File: src/rtl/rgb_align_packer.sv
// rgb_align_packer
// Realigns NUM_CH independent channel streams (vsync/href/data per lane)
// through per-channel skew FIFOs, packs each aligned set of samples into
// one OUT_W word and reports frame-level skew/length and overflow faults.
//
// Optional feature macro: ALIGN_PACK_ALPHA_EN
//   defined   -> the CH_W bits directly above the packed channels carry
//                ALPHA_VAL (when OUT_W leaves room for them)
//   undefined -> every pad bit above the packed channels is 0
module rgb_align_packer #(
  parameter int              NUM_CH     = 3,
  parameter int              CH_W       = 8,
  parameter int              OUT_W      = 32,
  parameter int              FIFO_DEPTH = 8,
  parameter int              SKEW_MAX   = 64,
  parameter logic [CH_W-1:0] ALPHA_VAL  = 8'hFF
) (
  input  logic                   clk_in1,
  input  logic                   rst_n,
  input  logic [NUM_CH-1:0]      ch_vsync,
  input  logic [NUM_CH-1:0]      ch_href,
  input  logic [NUM_CH*CH_W-1:0] ch_data,
  input  logic                   swap_order,
  input  logic                   clr_err,
  output logic                   post_img_vsync,
  output logic                   post_img_href,
  output logic [OUT_W-1:0]       post_img_data,
  output logic                   align_err,
  output logic                   ovf_err,
  output logic [23:0]            frame_pix_cnt
);

  localparam int PACK_W = NUM_CH * CH_W;
  localparam int AW     = (FIFO_DEPTH > 1) ? $clog2(FIFO_DEPTH) : 1;
  localparam int SKW    = (SKEW_MAX > 1) ? $clog2(SKEW_MAX) : 1;

  localparam logic [AW:0]    FULL_CNT  = (AW + 1)'(FIFO_DEPTH);
  localparam logic [SKW-1:0] SKEW_LAST = SKW'(SKEW_MAX - 1);
  localparam logic [23:0]    PIX_MAX   = 24'hFFFFFF;

`ifdef ALIGN_PACK_ALPHA_EN
  localparam bit ALPHA_ON = 1'b1;
`else
  localparam bit ALPHA_ON = 1'b0;
`endif

  // Constant pad word OR-ed over the packed channels; zero unless the
  // alpha feature is built in and there is room for a whole alpha lane.
  localparam logic [OUT_W-1:0] ALPHA_WORD =
    (ALPHA_ON && (OUT_W >= PACK_W + CH_W)) ? (OUT_W'(ALPHA_VAL) << PACK_W) : '0;

  // Reject illegal configurations at elaboration time.
  generate
    if (OUT_W < NUM_CH * CH_W) begin : g_chk_out_w
      $error("rgb_align_packer: OUT_W must be >= NUM_CH*CH_W");
    end
    if ((NUM_CH < 1) || (NUM_CH > 4)) begin : g_chk_num_ch
      $error("rgb_align_packer: NUM_CH must be 1..4");
    end
    if ((FIFO_DEPTH < 4) || ((FIFO_DEPTH & (FIFO_DEPTH - 1)) != 0)) begin : g_chk_depth
      $error("rgb_align_packer: FIFO_DEPTH must be a power of 2 and >= 4");
    end
  endgenerate

  typedef enum logic [2:0] {
    S_IDLE   = 3'd0,
    S_SYNC   = 3'd1,
    S_ACTIVE = 3'd2,
    S_DRAIN  = 3'd3,
    S_DROP   = 3'd4
  } state_t;

  state_t              r_state;
  logic [SKW-1:0]      r_skew_cnt;
  logic [NUM_CH-1:0]   r_vsync_d;
  logic                r_swap;
  logic                r_pop_d;
  logic [23:0]         r_pix_cnt;

  logic                w_all_on;
  logic                w_all_off;
  logic                w_rise;
  logic                w_timeout;
  logic                w_sync_done;
  logic                w_drain_done;
  logic                w_flush;
  logic                w_push_en;
  logic                w_pop;
  logic                w_align_ev;
  logic                w_ovf_ev;
  logic [NUM_CH-1:0]   w_empty;
  logic [NUM_CH-1:0]   w_ovf_vec;
  logic [CH_W-1:0]     w_rd_data [NUM_CH];
  logic [PACK_W-1:0]   w_ch_packed;
  logic [OUT_W-1:0]    w_packed;

  // Frame control decode shared by the FSM and the skew FIFOs.
  always_comb begin
    w_all_on     = &ch_vsync;
    w_all_off    = ~|ch_vsync;
    w_rise       = |(ch_vsync & ~r_vsync_d);
    // The skew window closing takes priority over a late all-on.
    w_timeout    = (r_state == S_SYNC) && (r_skew_cnt == SKEW_LAST);
    w_sync_done  = (r_state == S_SYNC) && !w_timeout && w_all_on;
    w_push_en    = (r_state == S_ACTIVE) || (r_state == S_DRAIN);
    w_pop        = w_push_en && (w_empty == '0);
    // Leave DRAIN only once a lane has run dry and the last popped set has
    // been emitted, so the final href still falls inside post_img_vsync.
    w_drain_done = (r_state == S_DRAIN) && (w_empty != '0) && !r_pop_d;
    w_flush      = w_sync_done || w_drain_done;
    w_align_ev   = w_timeout || (w_drain_done && (~w_empty != '0));
    w_ovf_ev     = |w_ovf_vec;
  end

  // One skew FIFO per channel: RAM array with a registered read port.
  generate
    for (genvar gi = 0; gi < NUM_CH; gi++) begin : g_fifo
      logic [CH_W-1:0] r_mem [FIFO_DEPTH];
      logic [CH_W-1:0] r_rd_data;
      logic [AW-1:0]   r_wr_ptr;
      logic [AW-1:0]   r_rd_ptr;
      logic [AW:0]     r_cnt;
      logic            w_push;
      logic            w_full;
      logic            w_wr;

      assign w_push = w_push_en && ch_href[gi];
      assign w_full = (r_cnt == FULL_CNT);
      // A pop in the same cycle frees the slot, so a full FIFO still accepts.
      assign w_wr   = w_push && (!w_full || w_pop);
      assign w_ovf_vec[gi] = w_push && w_full && !w_pop;
      assign w_empty[gi]   = (r_cnt == '0);
      assign w_rd_data[gi] = r_rd_data;

      // Storage and registered read; no reset so it maps onto block RAM.
      always_ff @(posedge clk_in1) begin
        if (w_wr) begin
          r_mem[r_wr_ptr] <= ch_data[gi*CH_W +: CH_W];
        end
        if (w_pop) begin
          r_rd_data <= r_mem[r_rd_ptr];
        end
      end

      // Pointer and occupancy bookkeeping; a flush empties the lane.
      always_ff @(posedge clk_in1 or negedge rst_n) begin
        if (!rst_n) begin
          r_wr_ptr <= '0;
          r_rd_ptr <= '0;
          r_cnt    <= '0;
        end else if (w_flush) begin
          r_wr_ptr <= '0;
          r_rd_ptr <= '0;
          r_cnt    <= '0;
        end else begin
          if (w_wr) begin
            r_wr_ptr <= r_wr_ptr + 1'b1;
          end
          if (w_pop) begin
            r_rd_ptr <= r_rd_ptr + 1'b1;
          end
          case ({w_wr, w_pop})
            2'b10:   r_cnt <= r_cnt + 1'b1;
            2'b01:   r_cnt <= r_cnt - 1'b1;
            default: r_cnt <= r_cnt;
          endcase
        end
      end
    end
  endgenerate

  // Channel packing: channel 0 lands in the top lane unless the frame
  // latched swap_order, in which case channel 0 is the bottom lane.
  always_comb begin
    w_ch_packed = '0;
    for (int i = 0; i < NUM_CH; i++) begin
      if (r_swap) begin
        w_ch_packed[i*CH_W +: CH_W] = w_rd_data[i];
      end else begin
        w_ch_packed[(NUM_CH-1-i)*CH_W +: CH_W] = w_rd_data[i];
      end
    end
  end

  assign w_packed = OUT_W'(w_ch_packed) | ALPHA_WORD;

  // Frame FSM with registered outputs, pixel counting and sticky errors.
  always_ff @(posedge clk_in1 or negedge rst_n) begin
    if (!rst_n) begin
      r_state        <= S_IDLE;
      r_skew_cnt     <= '0;
      // All-ones so a vsync still high when reset lifts is not seen as a rise.
      r_vsync_d      <= '1;
      r_swap         <= 1'b0;
      r_pop_d        <= 1'b0;
      r_pix_cnt      <= '0;
      post_img_vsync <= 1'b0;
      post_img_href  <= 1'b0;
      post_img_data  <= '0;
      align_err      <= 1'b0;
      ovf_err        <= 1'b0;
      frame_pix_cnt  <= '0;
    end else begin
      r_vsync_d     <= ch_vsync;
      r_pop_d       <= w_pop;
      post_img_href <= r_pop_d;
      if (r_pop_d) begin
        post_img_data <= w_packed;
      end

      // Count at pop time so the total is final when DRAIN closes the frame.
      if (w_sync_done) begin
        r_pix_cnt <= '0;
      end else if (w_pop && (r_pix_cnt != PIX_MAX)) begin
        r_pix_cnt <= r_pix_cnt + 24'd1;
      end

      // Sticky flags: a new event in the same cycle beats clr_err.
      if (w_align_ev) begin
        align_err <= 1'b1;
      end else if (clr_err) begin
        align_err <= 1'b0;
      end
      if (w_ovf_ev) begin
        ovf_err <= 1'b1;
      end else if (clr_err) begin
        ovf_err <= 1'b0;
      end

      case (r_state)
        S_IDLE: begin
          if (w_rise) begin
            r_state    <= S_SYNC;
            r_skew_cnt <= '0;
          end
        end
        S_SYNC: begin
          if (w_timeout) begin
            r_state <= S_DROP;
          end else if (w_all_on) begin
            r_state        <= S_ACTIVE;
            post_img_vsync <= 1'b1;
            r_swap         <= swap_order;
          end else begin
            r_skew_cnt <= r_skew_cnt + 1'b1;
          end
        end
        S_ACTIVE: begin
          if (w_all_off) begin
            r_state <= S_DRAIN;
          end
        end
        S_DRAIN: begin
          if (w_drain_done) begin
            r_state        <= S_IDLE;
            post_img_vsync <= 1'b0;
            frame_pix_cnt  <= r_pix_cnt;
          end
        end
        S_DROP: begin
          if (w_all_off) begin
            r_state <= S_IDLE;
          end
        end
        default: begin
          r_state <= S_IDLE;
        end
      endcase
    end
  end

endmodule

File: config.mk
export PLATFORM = sky130hd
export DESIGN_NAME = rgb_align_packer
export DESIGN_NICKNAME = d
export VERILOG_FILES = /design/src/rtl/rgb_align_packer.sv
export SDC_FILE = /design/constraint.sdc
export NUM_CORES = 1
export LEC_CHECK = 0
export BUFFER_PORTS_ARGS = -buffer_cell sky130_fd_sc_hd__buf_4
export CAP_MARGIN = 20
export CORE_UTILIZATION = 45
export CTS_CLUSTER_SIZE = 25
export DETAILED_ROUTE_END_ITERATION = 8
export GPL_TIMING_DRIVEN = 0
export SYNTH_ARGS = -nofsm -noshare
export SYNTH_HDL_FRONTEND = slang
export SYNTH_SLANG_ARGS = --single-unit
File: constraint.sdc
create_clock -name clk_in1 -period 2.7 [get_ports clk_in1]
set_input_delay 0.135 -clock clk_in1 [delete_from_list [all_inputs] [get_ports clk_in1]]
set_output_delay 0.135 -clock clk_in1 [all_outputs]
set_load 0.05 [all_outputs]
==> results.yml <==
worst_setup_path:
  endpoint: "g_fifo[2].r_cnt[3]"
  cp-end-kind: "register"
  start_kind: "register"
  rrSetupSlack_ns: 0.11
  crit_start: "g_fifo[0].r_cnt[1]"
  r2r_end: "g_fifo[2].r_cnt[3]"
  reg2reg_depth: 10
  required_ns: 3.09
  cp_max_fo: 10
  cp.arrival_ns: 2.98
  critPathKind: "register to register"
  reg2reg_from: "g_fifo[0].r_cnt[1]"
global_route:
  grt_max_degree: 79
  overflow: 0
  antenna_found_initial: 1
  grt_pass1_vias: 8232
  grt_use_total_pct: 18.8
  grt_pass1_wl_um: 45900
clock_network:
  clk_latency_ns: 0.51
  h-tree-depth: 2
  clockBufferDepth: 3
  cts_tree: "done"
  root_buffer: "clkbuf_16"
  clk_pin_slew_worst_paths_ns: 0.06
  numCtsBuffers: 37
  cts.sinks: 336
die:
  die_y_um: 179
  row_count: 64
  core_um2: 30700
  initial_core_util_pct: 45.9
  dieArea_um2: 32000
  io_pins: 94
  die_x_um: 179
synth:
  yosys-top-cells-count: "edfxtp_1 (216), dfrtp_1 (117), nor2_1 (64), nand2_1 (54), mux2_2 (51)"
  synth_most_common_cell: "edfxtp_1"
  ys_ff_latch: 336
  synth_warnings: 0
  syn_inst: 894
  syn_area_um2: 14100
  synth_seq_area_share_pct: 67.4
  syn_avg_cell_area_um2: 15.8
  synth-edff-count: 216
  netlist_top_cells_area: "edfxtp_1 (46%), dfrtp_1 (21%), mux4_2 (7.7%), mux2_2 (4.1%), mux2i_1 (2.3%)"
  async_flop_share_pct: 35.7
  ys.flop_type: "edfxtp_1"
  synth.top_cell.area_share_pct: 46.1
  yosysTopAreaCell: "edfxtp_1"
  synth.distinct_cells: 64
finish:
  stdcell_area_um2: 17000
  antennaDiodeCount: 0
  drive_gt1_share_pct: 29.5
  num-fill-cells: 2489
  nets: 1116
  area_delta_synth_final_pct: 21.0
pwr:
  vdd_drop_max_uv: 473
  p_per_area_nw_per_um2: 951
  leakagePower_nw: 6.44
sta:
  layout_worst_path_cycle_share_pct: 96.1
  tightest_slew_ns: 0.897
  rsz0062_at_grt: "yes"
  period_needed_ns: 2.59
  worst_slack_ns: 0.106
  finalHoldViolCount: 0
  maxSlewHeadroom_pct: 40.0
  setup_viol: 0
  timing.fmax_mhz: 386
  slew_violations: 0
  fin_worst_skew_ns: 0.0188
detailed_routing:
  avgRoutedWirePerCell_um: 19.3
  routed_wl_um: 28800
  drc: 0
  antenna_left: 0
  drt_iter0_markers: 509
  dr_total_vias: 8018
  via_per_inst: 5.37
  firstDrtPassIters: 5
outcome:
  outcome: "finished clean"
placed_design:
  io_buffers: 84
  post-place-ws_ns: -0.532
  placed_area_um2: 15300
  place_hpwl_um: 18700
  gp_congestion: 0.789
min_path:
  holdCritPathClass: "input port to register"
run:
  drv_cap: 0
where the power goes:
group / switching (mW) / leakage [nW] / internal, mW / total [mW]
Combinational: 2.88 / 2.35 / 1.78 / 4.66
Sequential: 0.578 / 3.52 / 6.26 / 6.83
Clock: 1.98 / 0.566 / 2.74 / 4.72
metal layers:
| layer | share of wire (%) | global-route usage [%] | vias up | wire length (µm) |
|---|---|---|---|---|
| met5 | 0.042 | 0 | - | 12 |
| met2 | 48 | 31.0 | 152 | 13700 |
| met3 | 3.9 | 2.99 | 38 | 1130 |
| met1 | 47 | 26.0 | 4056 | 13400 |
| met4 | 1.7 | 4.59 | 2 | 484 |
| li1 | - | - | 3770 | - |
how the worst min path moves through the flow:
stage	startpoint	endpoint	slack [ns]	depth (start not counted)
3_5_place_dp	rst_n	frame_pix_cnt[11]	0.09	1
5_1_grt	ch_href[1]	g_fifo[1].r_wr_ptr[2]	0.06	4
4_1_cts	ch_href[1]	g_fifo[1].r_wr_ptr[2]	0.02	4
3_3_place_gp	ch_vsync[1]	r_vsync_d[1]	0.29	1
2_1_floorplan	rst_n	align_err	-0.16	0
6_report	ch_href[1]	g_fifo[1].r_wr_ptr[2]	0.04	4
state kept, by name, summed over array words and instances, names as in the netlist, 3 cells and up:
| signal | flops |
|---|---|
| g_fifo.r_rd_data | 24 |
| r_vsync_d | 3 |
| g_fifo.r_mem | 192 |
| g_fifo.r_rd_ptr | 9 |
| post_img_data | 24 |
| g_fifo.r_wr_ptr | 9 |
| r_state | 3 |
| g_fifo.r_cnt | 12 |
| frame_pix_cnt | 24 |
| r_skew_cnt | 6 |
| r_pix_cnt | 24 |
what timing repair did:
item	4_1_cts	5_1_grt
pin swaps	3	2
endpoints found under the setup margin	189	114
hold endpoints to repair	285	0
resized for setup	30	15
hold buffers	30	0
buffers inserted	3	4
gates cloned	0	0
worst max-delay path: stages, from the launching register on:
cell      delay, ns
dfrtp_1        0.37
buf_6          0.13
or4_4          0.58
nand4_4        0.15
buf_12         0.17
nor2_4         0.06
ha_4           0.24
a31o_2         0.23
a21oi_1        0.15
a211oi_2       0.06
mux2_1         0.32
stage by stage:
step / instances / TNS (ns) / util, % / power, mW / hold slack, ns
after global placement: 1381 / -90.67 / 49.7 / 11.3 / 0.288
final: 1492 / 0 / 55.6 / 16.2 / 0.0404
after CTS: 1488 / 0 / 55.3 / 16.3 / 0.0238
after floorplan: 901 / 0 / - / 10.0 / -0.161
after global routing: 1492 / -0.245 / 55.6 / 17.0 / 0.0629
after detailed placement: 1388 / -48.64 / 50.0 / 11.5 / 0.0874
cells by family after synthesis:
| kind of cell | count (synthesis) | synth area share [%] |
|---|---|---|
| buffers and inverters | 55 | 1.94 |
| other | 1 | 0.0266 |
| AOI/OAI and AO/OA | 87 | 4.03 |
| and+or+nand+nor | 236 | 9.08 |
| muxes | 139 | 14.7 |
| xor gates and xnor gates | 26 | 1.62 |
| DFF | 336 | 67.4 |
| adders and majority gates | 14 | 1.24 |
cell usage in the layout, fill, tap and decap left out, drive strengths merged, types with 14 or more instances in the layout:
cell         count
edfxtp         216
clkbuf          74
nand2b          15
xor2            17
ha              14
mux2            58
buf            121
nor3            16
nand2           54
nand3           16
mux2i           33
nor2            64
a21oi           37
dlygate4sd3     30
dfrtp          117
and3            14
clkinv          16
mux4            48
o21ai           17
layout make-up:
class	instances	area [µm²]	share of cell area, %
tap	396	495	2.91
timing repair buffer	128	1080	6.35
clock buffer	48	1010	5.92
sequential	336	9500	55.7
buffer	49	263	1.54
clock inverter	19	125	0.734
inverter	6	22.5	0.132
multi-input combinational	510	4560	26.7
Note: power is estimated with default switching activity, not from simulation.
